===== config.mk =====
export PLATFORM = sky130hd
export DESIGN_NAME = array_stream_loader
export DESIGN_NICKNAME = d
export VERILOG_FILES = /design/src/rtl/array_stream_loader.sv
export SDC_FILE = /design/constraint.sdc
export NUM_CORES = 1
export LEC_CHECK = 0
export ABC_AREA = 1
export BUFFER_PORTS_ARGS = -buffer_cell sky130_fd_sc_hd__buf_2
export CAP_MARGIN = 10
export CORE_ASPECT_RATIO = 0.5
export CORE_UTILIZATION = 40
export DETAILED_ROUTE_END_ITERATION = 10
export HOLD_SLACK_MARGIN = 0.15
export PLACE_DENSITY = 0.73
export RECOVER_POWER = 25
export SETUP_SLACK_MARGIN = 0.02
export SLEW_MARGIN = 0
export SYNTH_ARGS = -nofsm -noshare
export SYNTH_HDL_FRONTEND = slang
export SYNTH_SLANG_ARGS = --single-unit

===== constraint.sdc =====
create_clock -name clock -period 1.28 [get_ports clock]
set_clock_uncertainty 0.15 [all_clocks]
set_input_delay 0.256 -clock clock [delete_from_list [all_inputs] [get_ports clock]]
set_output_delay 0.256 -clock clock [all_outputs]
set_load 0.1 [all_outputs]

===== src/rtl/array_stream_loader.sv =====
// array_stream_loader: streams ELEMENTS beats into a downstream array after a clear strobe.
// Optional feature: define ARRAY_STREAM_LOADER_TLAST_EN to add in_last for short frames.
module array_stream_loader #(
    parameter int ELEMENTS = 16,
    parameter int WIDTH = 32,
    localparam int IW = $clog2(ELEMENTS),
    localparam int CW = $clog2(ELEMENTS + 1)
) (
    input  logic             clock,
    input  logic             reset_n,
    input  logic             start,
    input  logic             in_valid,
    output logic             in_ready,
    input  logic [WIDTH-1:0] in_data,
`ifdef ARRAY_STREAM_LOADER_TLAST_EN
    input  logic             in_last,
`endif
    output logic [IW-1:0]    index,
    output logic [WIDTH-1:0] element,
    output logic             enable,
    output logic             clear,
    output logic [CW-1:0]    count,
    output logic             busy,
    output logic             done,
    input  logic             done_ack
);
    typedef enum logic [2:0] {IDLE, CLEAR, LOAD, FLUSH, DONE} state_t;
    state_t state, state_next;
    logic accept, last_beat;
    assign in_ready = state == LOAD;
    assign clear = state == CLEAR;
    assign busy = state != IDLE;
    assign done = state == DONE;
    assign accept = in_ready && in_valid;
`ifdef ARRAY_STREAM_LOADER_TLAST_EN
    assign last_beat = count == CW'(ELEMENTS - 1) || in_last;
`else
    assign last_beat = count == CW'(ELEMENTS - 1);
`endif
    // state register
    always_ff @(posedge clock) begin
        if (!reset_n) state <= IDLE;
        else state <= state_next;
    end
    // next-state: clear and flush are single-cycle, done waits for the consumer
    always_comb begin
        state_next = state;
        case (state)
            IDLE:    state_next = start ? CLEAR : IDLE;
            CLEAR:   state_next = LOAD;
            LOAD:    state_next = accept && last_beat ? FLUSH : LOAD;
            FLUSH:   state_next = DONE;
            DONE:    state_next = done_ack ? IDLE : DONE;
            default: state_next = IDLE;
        endcase
    end
    // write port registered one cycle behind the accepted beat; index/element hold otherwise
    always_ff @(posedge clock) begin
        if (!reset_n) begin
            count <= '0;
            index <= '0;
            element <= '0;
            enable <= 1'b0;
        end else begin
            enable <= accept;
            if (accept) begin
                index <= count[IW-1:0];
                element <= in_data;
                count <= count + CW'(1);
            end else if (state == IDLE && start) begin
                count <= '0;
            end
        end
    end
endmodule


==> metrics.md, run 1 <==
| Metric | Value |
|---|---|
| DP Cell Count | `350` |
| Run-stopping error | `[ERROR DPL-0038] Utilization greater than 100%, impossible to legalize` |
| Share of Yosys cell area claimed by the top area cell type | `0.513` |
| Share of the synthesized area in compound gates (AO/OA/AOI/OAI) | `0.145` |
| Post-synthesis net count | `252` |
| Post-synthesis async set-or-reset flop share | `0` |
| Result of the run | `stopped before the end` |
| Syn. warnings | `0` |
| Width of the die | `95.7 um` |
| Adder and majority gate portion of the synthesized area | `0.0142` |
| Top FF cell, synth | `dfxtp_1` |
| Number of standard-cell rows in the floorplan | `16` |
| Total standard cell area after synthesis | `about 1800 um2` |
| Pin count of the biggest net entering global routing | `16` |
| Cell type with the largest total area after synthesis | `dfxtp_1` |
| Library cell with the highest instance count after synthesis | `nand2_1` |
| Final Wtd Congestion | `0.795` |
| Mux share of post-synthesis cell area | `0` |
| Initial core utilization | `0.434` |
| Count of flip-flops with a built-in enable after synthesis | `0` |
| Count of state elements after synthesis | `45` |
| Post-synthesis xor/xnor area fraction | `0` |
| Share of synthesized area occupied by flip-flops and latches | `0.513` |
| Terminating stage of the flow | `5_1_grt` |
| Die Height | `48.9 um` |
| Max H-tree Level | `2` |
| Max clock buf depth | `2` |
| Buffers on Ports | `a little over 80` |
| Number of different library cells in the post-synthesis netlist | `24` |
| Post-synthesis share of cell area spent on and, or, nand and nor gates | `0.259` |
| Post-synthesis cell count | `213` |
| Synth top area cells | `dfxtp_1 (51%), nand2_1 (15%), a21oi_1 (9.7%), a21oi_2 (3.5%), nand2_2 (3.2%)` |
| GRT worst endpoint | `done` |
| Sinks on the clock net | `45` |
| Worst End Pin Type | `output port` |
| Number of buffers added by the clock tree synthesis step | `5` |
| Largest family of logic cells by synthesized area | `simple AND/OR/NAND/NOR gates` |
| Post-synth top cells | `nand2_1 (72), dfxtp_1 (45), a21oi_1 (34)` |
| I/O pin cnt | `between 80 and 90` |
| Synthesized area per cell | `8.25 um2` |
| Buffer type at the clock tree root | `clkbuf_8` |
| Total half-perimeter wirelength after legalization and detailed placement | `3.50 mm` |
## cells by family after synthesis
logic type | count (synthesis)
and+or+nand+nor | 99
adders and majority gates | 2
DFF | 45
buffers and inverters | 22
AOI/OAI and AO/OA | 45
## through the flow
stage	worst slack, ns	hold WS [ns]	setup TNS (ns)	cell area (um2)
2_1_floorplan	-0.372	0.224	-1.64	1870
3_5_place_dp	-0.144	0.325	-4.65	3060
4_1_cts	-0.292	0.168	-10.40	3760
3_3_place_gp	-0.0367	0.320	-0.747	3060
## what timing repair did
| action | in CTS |
|---|---|
| resized for setup | 25 |
| setup endpoints to repair | 51 |
| hold buffers | 34 |
| hold endpoints to repair | 36 |
| buffers inserted | 14 |
| gates cloned | 6 |
| pin swaps | 2 |
==> run 2, diff against run 1 <==
--- a/config.mk
+++ b/config.mk
@@ -8,13 +8,10 @@
 export ABC_AREA = 1
 export BUFFER_PORTS_ARGS = -buffer_cell sky130_fd_sc_hd__buf_2
 export CAP_MARGIN = 10
-export CORE_ASPECT_RATIO = 0.5
-export CORE_UTILIZATION = 40
+export CORE_UTILIZATION = 25
 export DETAILED_ROUTE_END_ITERATION = 10
-export HOLD_SLACK_MARGIN = 0.15
-export PLACE_DENSITY = 0.73
+export PLACE_DENSITY_LB_ADDON = 0.15
 export RECOVER_POWER = 25
-export SETUP_SLACK_MARGIN = 0.02
 export SLEW_MARGIN = 0
 export SYNTH_ARGS = -nofsm -noshare
 export SYNTH_HDL_FRONTEND = slang
==> constraint.sdc (replaced) <==
create_clock -name clock -period 1.7 [get_ports clock]
set_clock_uncertainty 0.15 [all_clocks]
set_input_delay 0.34 -clock clock [delete_from_list [all_inputs] [get_ports clock]]
set_output_delay 0.34 -clock clock [all_outputs]
set_load 0.1 [all_outputs]
==> run 2 against run 1 <==
Synthesized cell count did not move. The flow now finishes without violations. Synthesized area did not move.
==> metrics.md, run 2 <==
| Metric | Value |
|---|---|
| Result of the run | `complete, no violations` |
| Post-synthesis net count | `252 (unchanged)` |
| Number of global-route vias before repair | `1,414` |
| Headroom to the max-slew limit | `0.637` |
| Length of the first detailed-routing pass in iterations | `4` |
| Critical path data arrival time | `around 1.2 ns` |
| Buffers on Ports | `82 (unchanged)` |
| Max H-tree Level | `2 (unchanged)` |
| Pin count of the biggest net entering global routing | `41` |
| Max-cap viol count | `0` |
| Worst Path Required | `between 1 and 1.5 ns` |
| Worst hold slack | `0.138 ns` |
| RSZ-0062 raised after global routing | `true` |
| Clock latency on the worst-skew pair | `0.29 ns` |
| CTS tree | `built` |
| Die Height | `85.8 um (+76%)` |
| Sinks on the clock net | `45 (unchanged)` |
| Number of standard-cell rows in the floorplan | `30 (+14)` |
| Width of the die | `85.8 um (-10%)` |
| Post-synthesis cell count | `213 (unchanged)` |
| Slew @ Worst Pin | `0.547 ns` |
| Number of different library cells in the post-synthesis netlist | `24 (unchanged)` |
| Total standard cell area after synthesis | `1760 um2 (unchanged)` |
| Largest Register | `element` |
| Fraction of the cycle the final worst path needs | `0.966` |
| Post-synthesis async set-or-reset flop share | `0 (unchanged)` |
| First-pass GRT wire length | `6.84 mm` |
| Share of synthesized area occupied by flip-flops and latches | `0.513 (unchanged)` |
| Post-route ant nets | `0` |
| Die outline area | `7370 um2` |
| Buffer type at the clock tree root | `clkbuf_8` |
| Area inside the core boundary | `6790 um2` |
| Most common cell after layout, fill and taps aside | `nand2_1` |
| Count of flip-flops with a built-in enable after synthesis | `0 (unchanged)` |
| Post-DP Area | `2350 um2 (-23%)` |
| Total grt overflow | `0` |
| Synthesized area per cell | `8.25 um2 (unchanged)` |
| Areal power density over the cells | `886 nW/um2` |
| DRC viols | `0` |
| Final number of max-transition violations | `0` |
| Largest registers | `element: 32 flops, count: 5 flops, index: 4 flops` |
| Max reg flops | `32` |
| Initial core utilization | `0.259 (-0.176)` |
| Met2 GRT Util | `0.187` |
| Final Wtd Congestion | `0.684 (-14%)` |
| Number of inserted diodes | `0` |
| Syn. warnings | `0 (unchanged)` |
| Highest net fanout along the worst path | `3` |
| Commonest cells after routing, fill and taps aside | `nand2_1 (72), buf_2 (63), dfxtp_1 (38)` |
| Leakage | `1.04 nW` |
| Met1 layer usage reported by global route | `0.155` |
| Layout Nets | `337` |
| Share of Yosys cell area claimed by the top area cell type | `0.513 (unchanged)` |
| Number of setup violations in the final report | `0` |
| Detailed-route via count | `1,611` |
| Via density per instance | `4.08` |
| Cell type with the largest total area after synthesis | `dfxtp_1` |
| Highest ir drop seen on vdd | `around 360 uV` |
| Startpoint kind of the worst setup timing path | `flip-flop` |
| Critical path class | `reg -> out` |
| CTS clock-pin slew for the worst setup and hold paths | `about 0.080 ns` |
| Number of antenna violations at the first check in global routing | `0` |
| Global routing met3 resource utilization | `0.0414` |
| Overall power | `0.00216 W` |
| Area delta synth->final | `39.0%` |
| Class of the most critical hold timing path | `in -> reg` |
| Number of hold violations in the final report | `0` |
| Capturing element type of the critical path | `output port` |
| Post-synth top cells | `nand2_1 (72), dfxtp_1 (45), a21oi_1 (34)` |
| Library cell with the highest instance count after synthesis | `nand2_1` |
| Average wire length per cell after detail routing | `roughly 11 um` |
| Total half-perimeter wirelength after legalization and detailed placement | `2.91 mm (-17%)` |
| I/O pin cnt | `83 (unchanged)` |
| Max clock buf depth | `2 (unchanged)` |
| Global router's overall resource usage | `0.119` |
| DP Cell Count | `385 (+10%)` |
| Highest-utilization routing layer at the global route stage | `met2` |
| Count of state elements after synthesis | `45 (unchanged)` |
| Shortest period the worst path allows | `1.64 ns` |
| Top FF cell, synth | `dfxtp_1` |
| Synth top area cells | `dfxtp_1 (51%), nand2_1 (15%), a21oi_1 (9.7%), a21oi_2 (3.5%), nand2_2 (3.2%)` |
| Highest clock frequency the design can meet | `0.609 GHz` |
| Total wirelength of the detailed-routed design | `4.29 mm` |
| Final-layout setup total negative slack | `0 ns` |
| Count of non-filler cells in the finished layout | `between 300 and 400` |
| Fraction of layout cells with a size suffix above 1 | `0.431` |
| Final std cell area, no fill | `2440 um2` |
| Initial DRC Count | `75` |
| Number of buffers added by the clock tree synthesis step | `5 (unchanged)` |
==> run 2: cell counts after synthesis <==
No cell type changed its count.
==> run 2: layer usage <==
layer  vias to the layer above  share of wire
li1                        852              -
met1                       697           0.49
met2                        57           0.43
met3                         5          0.070
met4                         0         0.0089
met5                         -              0
==> run 2: area by class of cell <==
cell class,count,area [um2]
multi-input combinational,146,751
sequential,45,912
timing repair buffer,90,534
clock inverter,2,10.0
clock buffer,6,72.6
inverter,10,42.5
fill,739,4350
tap,96,120
==> run 2: timing repair <==
action / CTS / global route
hold buffers: 0 / 0
resized for setup: 3 / 3
setup endpoints to repair: 3 / 2
buffers inserted: 1 / 1
pin swaps: 1 / 2
==> run 2: metrics by stage <==
step / util / setup WS (ns)
after floorplan: - / -0.0578
after global placement: 0.345 / 0.252
after detailed placement: 0.345 / 0.222
after CTS: 0.359 / 0.0297
after global routing: 0.359 / -0.00993
final: 0.359 / 0.0572
==> run 2: kinds of logic (layout without fill, tap and decap cells) <==
logic type	count (synthesis)	in the layout	share of synthesized area
AOI/OAI and AO/OA	45	45	0.145
DFF	45	45	0.513
and+or+nand+nor	99	99	0.259
buffers and inverters	22	108	0.0691
adders and majority gates	2	2	0.0142
==> run 2: where the power goes <==
part           internal, W  switching [W]  total [W]
registers          0.00108      0.0000215    0.00110
clock network     0.000285       0.000349   0.000635
logic             0.000111       0.000318   0.000429
total              0.00147       0.000689    0.00216
==> run 2: worst paths after layout <==
check             slack (ns)                  endpoint                startpoint  depth (start not counted)
hold reg to reg         0.31  element[14]$_SDFFE_PN0P_  element[14]$_SDFFE_PN0P_                          2
setup reg to reg        0.14     count[0]$_SDFFE_PN0P_       state[2]$_SDFF_PN0_                          7
hold / removal          0.14  element[21]$_SDFFE_PN0P_               in_data[21]                          3
setup / recovery        0.06                      done       state[2]$_SDFF_PN0_                          3
==> run 2: critical path: stages, from the launching register on <==
cell and delay, ns:
dfxtp_4 0.38, inv_4 0.04, nor3_4 0.23, buf_12 0.21
(Power assumes the default switching activity.)
